==> config.mk <==
export PLATFORM = sky130hd
export DESIGN_NAME = pipeline_ctrl
export DESIGN_NICKNAME = d
export VERILOG_FILES = /design/src/rtl/pipeline_ctrl.sv
export SDC_FILE = /design/constraint.sdc
export NUM_CORES = 1
export LEC_CHECK = 0
export BUFFER_PORTS_ARGS = -buffer_cell sky130_fd_sc_hd__buf_2
export CAP_MARGIN = 40
export CELL_PAD_IN_SITES_DETAIL_PLACEMENT = 0
export CELL_PAD_IN_SITES_GLOBAL_PLACEMENT = 1
export CORE_UTILIZATION = 45
export CTS_CLUSTER_SIZE = 16
export DETAILED_ROUTE_END_ITERATION = 7
export PLACE_DENSITY_LB_ADDON = 0.1
export SLEW_MARGIN = 20
export SYNTH_ARGS = -nofsm -noshare
export SYNTH_HDL_FRONTEND = slang
export SYNTH_SLANG_ARGS = --single-unit
==> constraint.sdc <==
create_clock -name i_clock -period 3.9 [get_ports i_clock]
set_input_delay 0.39 -clock i_clock [delete_from_list [all_inputs] [get_ports i_clock]]
set_output_delay 0.39 -clock i_clock [all_outputs]
set_load 0.005 [all_outputs]
==> src/rtl/pipeline_ctrl.sv <==
// Pipeline hazard / halt controller for an in-order core.
// Produces the PC / IF-ID / ID-EX control enables from the hazard, branch and
// halt indications, sequences halt through RUN -> DRAIN -> HALT, keeps a
// saturating hazard-stall statistic and a sticky watchdog error.
//
// Ports:
//   i_clock, i_reset            clock, asynchronous active-low reset
//   i_valid                     pipeline advance enable (debug step/run)
//   i_hazard, i_branch_taken    hazard and taken-branch indications from ID
//   i_halt_id, i_wb_halt        halt decoded in ID / committed in WB
//   i_resume                    leave HALT
//   i_clear_stats               clear stall counter and error flag
//   o_pc_we, o_ifid_we          PC / IF-ID write enables
//   o_ifid_flush, o_idex_bubble NOP injection into IF/ID and ID/EX
//   o_halted                    core halted (state register decode)
//   o_stall_cycles              saturating count of hazard stall cycles
//   o_stall_err                 sticky watchdog error
module pipeline_ctrl #(
  parameter int unsigned NB_STALL_CNT = 16,
  parameter int unsigned MAX_STALL    = 3,
  parameter int unsigned MAX_DRAIN    = 4
) (
  input  logic                    i_clock,
  input  logic                    i_reset,
  input  logic                    i_valid,
  input  logic                    i_hazard,
  input  logic                    i_branch_taken,
  input  logic                    i_halt_id,
  input  logic                    i_wb_halt,
  input  logic                    i_resume,
  input  logic                    i_clear_stats,
  output logic                    o_pc_we,
  output logic                    o_ifid_we,
  output logic                    o_ifid_flush,
  output logic                    o_idex_bubble,
  output logic                    o_halted,
  output logic [NB_STALL_CNT-1:0] o_stall_cycles,
  output logic                    o_stall_err
);

  localparam int unsigned NB_HAZ = $clog2(MAX_STALL + 2);
  localparam int unsigned NB_DRN = $clog2(MAX_DRAIN + 2);

  typedef enum logic [1:0] {
    ST_RUN   = 2'd0,
    ST_DRAIN = 2'd1,
    ST_HALT  = 2'd2
  } state_t;

  state_t                  r_state;
  logic [NB_HAZ-1:0]       r_haz_cnt;
  logic [NB_DRN-1:0]       r_drain_cnt;
  logic [NB_STALL_CNT-1:0] r_stall_cycles;
  logic                    r_stall_err;

  logic w_haz_cycle;
  logic w_haz_hit;
  logic w_drain_cycle;
  logic w_drain_hit;

  // Watchdog events fire on the cycle the counter reaches its limit, so the
  // error flag is visible in the very next cycle.
  assign w_haz_cycle   = (r_state == ST_RUN) && i_valid && i_hazard;
  assign w_haz_hit     = w_haz_cycle && (r_haz_cnt == NB_HAZ'(MAX_STALL - 1));
  assign w_drain_cycle = (r_state == ST_DRAIN) && i_valid && !i_wb_halt;
  assign w_drain_hit   = w_drain_cycle && (r_drain_cnt == NB_DRN'(MAX_DRAIN - 1));

  // State, watchdog counters and statistics.
  always_ff @(posedge i_clock or negedge i_reset) begin
    if (!i_reset) begin
      r_state        <= ST_RUN;
      r_haz_cnt      <= '0;
      r_drain_cnt    <= '0;
      r_stall_cycles <= '0;
      r_stall_err    <= 1'b0;
    end else begin
      case (r_state)
        ST_RUN: begin
          if (i_valid) begin
            if (i_hazard) begin
              if (r_haz_cnt != NB_HAZ'(MAX_STALL)) r_haz_cnt <= r_haz_cnt + NB_HAZ'(1);
            end else begin
              r_haz_cnt <= '0;
              if (i_halt_id) begin
                r_state     <= ST_DRAIN;
                r_drain_cnt <= '0;
              end
            end
          end
        end
        ST_DRAIN: begin
          if (i_valid) begin
            if (i_wb_halt) begin
              r_state <= ST_HALT;
            end else if (r_drain_cnt != NB_DRN'(MAX_DRAIN)) begin
              r_drain_cnt <= r_drain_cnt + NB_DRN'(1);
            end
          end
        end
        ST_HALT: begin
          if (i_resume) r_state <= ST_RUN;
        end
        default: r_state <= ST_RUN;
      endcase

      // Clear has priority over both increment and error set.
      if (i_clear_stats) begin
        r_stall_cycles <= '0;
        r_stall_err    <= 1'b0;
      end else begin
        if (w_haz_cycle && !(&r_stall_cycles)) r_stall_cycles <= r_stall_cycles + NB_STALL_CNT'(1);
        if (w_haz_hit || w_drain_hit) r_stall_err <= 1'b1;
      end
    end
  end

  // Pipeline enables follow the live hazard input; reset forces them low.
  always_comb begin
    o_pc_we       = 1'b0;
    o_ifid_we     = 1'b0;
    o_ifid_flush  = 1'b0;
    o_idex_bubble = 1'b0;
    if (i_reset && i_valid) begin
      case (r_state)
        ST_RUN: begin
          if (i_hazard) begin
            o_idex_bubble = 1'b1;
          end else if (i_halt_id) begin
            o_ifid_we    = 1'b1;
            o_ifid_flush = 1'b1;
          end else begin
            o_pc_we      = 1'b1;
            o_ifid_we    = 1'b1;
            o_ifid_flush = i_branch_taken;
          end
        end
        ST_DRAIN: o_idex_bubble = 1'b1;
        default: ;
      endcase
    end
  end

  assign o_halted       = (r_state == ST_HALT);
  assign o_stall_cycles = r_stall_cycles;
  assign o_stall_err    = r_stall_err;

endmodule

==> summary.md <==
| Metric | Value |
|---|---|
| Syn_area_per_cell | `9.708 um^2` |
| Setup-failing EPs final | `0` |
| R2R Setup Slk | `1.84 ns` |
| Storage cell area | `625.6 um^2` |
| Initial DRC Count | `44` |
| Final period utilization | `60.50%` |
| Die X | `61.85 um` |
| Hold crit path type | `in2async` |
| Vias per cell | `5.811` |
| Register share of total power | `55.8%` |
| Layout Skew | `0.01344 ns` |
| Port Buf Inserts | `30` |
| Yosys top cell area share | `38.82%` |
| Slowest stage cell on the critical path | `or3b_1` |
| Pwr Density | `313.7 mW/mm^2` |
| Post-synth EDFFs | `0` |
| DR WL/cell | `15.13 um` |
| Crit path max-delay family | `simple AND/OR/NAND/NOR gates` |
| Initial Utilization | `47.55%` |
| CTS resizes | `0` |
| Post-synth ARST share | `100.0%` |
| TritonCTS clock tree | `yes` |
| Post-route ant nets | `0` |
| Worst EP arrival | `1.97 ns` |
| Synth warnings | `0` |
| Via count | `1,383` |
| Initial antenna violation count | `0` |
| Least-Margin Pin Slew | `0.6457 ns` |
| H-tree depth reported by CTS | `1` |
| Setup crit start kind | `flop` |
| Clock Tree Root | `clkbuf_4` |
| Sw Pwr | `183.2 uW` |
| Chip height | `61.85 um` |
| Top cells by area, synth | `dfrtp_1 39%, ha_1 5.4%, nor2_1 3.7%` |
| ANT cells | `0` |
| Ys flop type | `dfrtp_1` |
| Clock tree sinks | `25` |
| Max Freq | `0.4238 GHz` |
| Worst slew margin | `56.63%` |
| Worst vdd ir | `0.2148 mV` |
| Logic pwr share | `22.9%` |
| Area of the multi-input gates | `903.4 um^2` |
| Std cell rows | `21` |
| Final Hold Viols | `0` |
| WS Path Type | `reg2out` |
| TritonCTS Buffers | `3` |
| Clock buffer depth | `2` |
| Reg2Reg Depth | `5` |
| First-pass GRT wire length | `5589 um` |
| Critical path buffer and inverter count | `1` |
| Max-Cap Viols | `0` |
| Largest net degree at the start of global routing | `28` |
| Worst Path Max Fanout | `9` |
| Nets | `209` |
| Cell mode on critical path | `or3b_1` |
| Sequential share of the synthesized area | `38.82%` |
| Setup Fix Bufs, Post-CTS | `0` |
| Placer Congestion | `0.8033` |
| P_leak | `0.8415 nW` |
| Routed WL | `3600 um` |
| Quantity of hold-fixing buffers added after cts | `0` |
| Clock Power Share | `21.3%` |
| Finished Core Util | `53.16%` |
| Tot GR Track Use | `20.10%` |
| R2r endpoint | `o_stall_cycles[6]$_DFFE_PN0P_` |
| Post-DP HPWL | `2585 um` |
| Switching portion of total power | `32.41%` |
| First drt pass iteration count | `4` |
| Drt drc | `0` |
| Core area | `0.003390 mm^2` |
| Net Count, Synth | `182` |
| Pint | `382.0 uW` |
| Worst EP required | `3.51 ns` |
| Worst r2r src | `o_stall_cycles[1]$_DFFE_PN0P_` |
| Clock transition at the registers of the reported paths | `0.15 ns` |
| I/O pin count | `31` |
| Crit. path cell count | `4` |
| Status | `complete, no violations` |
| Flops & latches, synth | `25` |
| Final TNS setup | `0 ns` |
| Synthesized instance count | `166` |
| CP max stage delay | `0.51 ns` |
| Final Max Slew Viols | `0` |
| Crit path cell chain | `or3b_1, or3b_1, nor2_1, buf_2` |
| Layout cells sized above 1 | `25.00%` |
| Worst Setup End Kind | `output pin` |
| Clock Latency Late Sink | `0.32 ns` |
| FILL cells | `310` |
| Netlist Area Pre-Place | `0.001612 mm^2` |
| Layout area overhead | `11.80%` |
| RSZ-0062 raised after global routing | `no` |
| Global route overflow | `0` |
| Synth area leader | `dfrtp_1` |
| Final min period | `2.359 ns` |
| Die ar. | `0.003825 mm^2` |
| Vias in the first global route | `1,215` |
| Distinct cells, synth | `51` |
layout make-up:
cell class	instances	share of cell area, %
clock buffers	3	1.250
inverters	10	2.083
clock inverters	1	0.2778
multi-input cells	123	50.14
flip-flops and latches	25	34.72
repair buffers	30	8.333
well taps	46	3.194
worst max path at each step:
stage                      startpoint            to  slack, ns
2_1_floorplan  r_state[0]$_DFFE_PN0P_  o_ifid_flush       2.00
3_3_place_gp                  i_valid  o_ifid_flush       1.88
3_5_place_dp                  i_valid  o_ifid_flush       1.84
4_1_cts        r_state[1]$_DFFE_PN0P_  o_ifid_flush       1.53
5_1_grt        r_state[1]$_DFFE_PN0P_  o_ifid_flush       1.42
6_report       r_state[1]$_DFFE_PN0P_  o_ifid_flush       1.54
worst register-to-register path, stage by stage, from the launching register on:
cell     delay (ns)
dfrtp_1        0.46
ha_1           0.26
nand4_2        0.18
nor4_4         0.61
nor3b_1        0.14
mux2_1         0.33
sequential cells by signal (all words and copies together), names as in the netlist:
name            cells
o_stall_cycles     16
o_stall_err         1
r_drain_cnt         3
r_haz_cnt           3
r_state             2
per-stage QoR:
stage                     std cells  power, mW  hold slack [ns]  worst slack (ns)  cell area [um^2]
after global routing            238     0.6041          0.08163             1.423              1802
after floorplan                 166     0.4065          0.09441             1.998              1612
final                           238     0.5651          0.03949             1.541              1802
after global placement          234     0.4390           0.4197             1.878              1774
after detailed placement        234     0.4505           0.4292             1.843              1774
after CTS                       238     0.5690          0.06579             1.526              1802
cells in the final DEF, fill, tap and decap left out, types with 2 or more instances in the layout:
| master | instances |
|---|---|
| a31oi_1 | 2 |
| or3_1 | 2 |
| inv_1 | 10 |
| nor3_1 | 5 |
| a22o_1 | 2 |
| nor4b_1 | 2 |
| ha_1 | 7 |
| or4_1 | 3 |
| nand2b_1 | 2 |
| nor3b_1 | 3 |
| and4_1 | 2 |
| nor2_1 | 16 |
| nand2_1 | 8 |
| a311oi_1 | 2 |
| nor2b_1 | 5 |
| a21oi_1 | 9 |
| dfrtp_1 | 25 |
| or3b_1 | 2 |
| buf_2 | 30 |
| nor4_2 | 2 |
| clkbuf_4 | 3 |
| o31ai_1 | 4 |
| mux2_2 | 4 |
| o21a_1 | 2 |
| o21ai_0 | 5 |
| nand4_1 | 4 |
| o41ai_1 | 2 |
| nand4_4 | 2 |
| nand3_1 | 7 |
power by group through the flow:
stage | Sequential (mW) | Combinational [mW] | Clock [mW]
after global routing | 0.321 | 0.150 | 0.133
after floorplan | 0.309 | 0.0974 | 0
after detailed placement | 0.320 | 0.130 | 0
after CTS | 0.315 | 0.131 | 0.123
final | 0.315 | 0.130 | 0.120
after global placement | 0.316 | 0.123 | 0
logic make-up (layout without fill, tap and decap cells):
kind of cell    count (synthesis)  count (layout)  share of synthesized area [%]
compound gates                 34              34                          14.44
simple gates                   75              75                          31.13
mux                             7               7                          5.046
flops                          25              25                          38.82
buf+inv                        18              44                          5.124
fa+ha+maj                       7               7                          5.435
per-layer routing:
| metal | up-vias | global-route usage, % | wire, um |
|---|---|---|---|
| met5 | - | 0 | 0 |
| met4 | 0 | 5.714 | 19 |
| met3 | 2 | 2.484 | 73 |
| met2 | 21 | 33.03 | 1721 |
| met1 | 678 | 27.91 | 1786 |
| li1 | 682 | - | - |
cell usage after synthesis (5+ instances only):
cell type	number
dfrtp_1	25
nor2_1	16
inv_1	10
a21oi_1	9
nand2_1	8
ha_1	7
nand3_1	7
nor2b_1	5
nor3_1	5
o21ai_0	5
(Power assumes the default switching activity.)
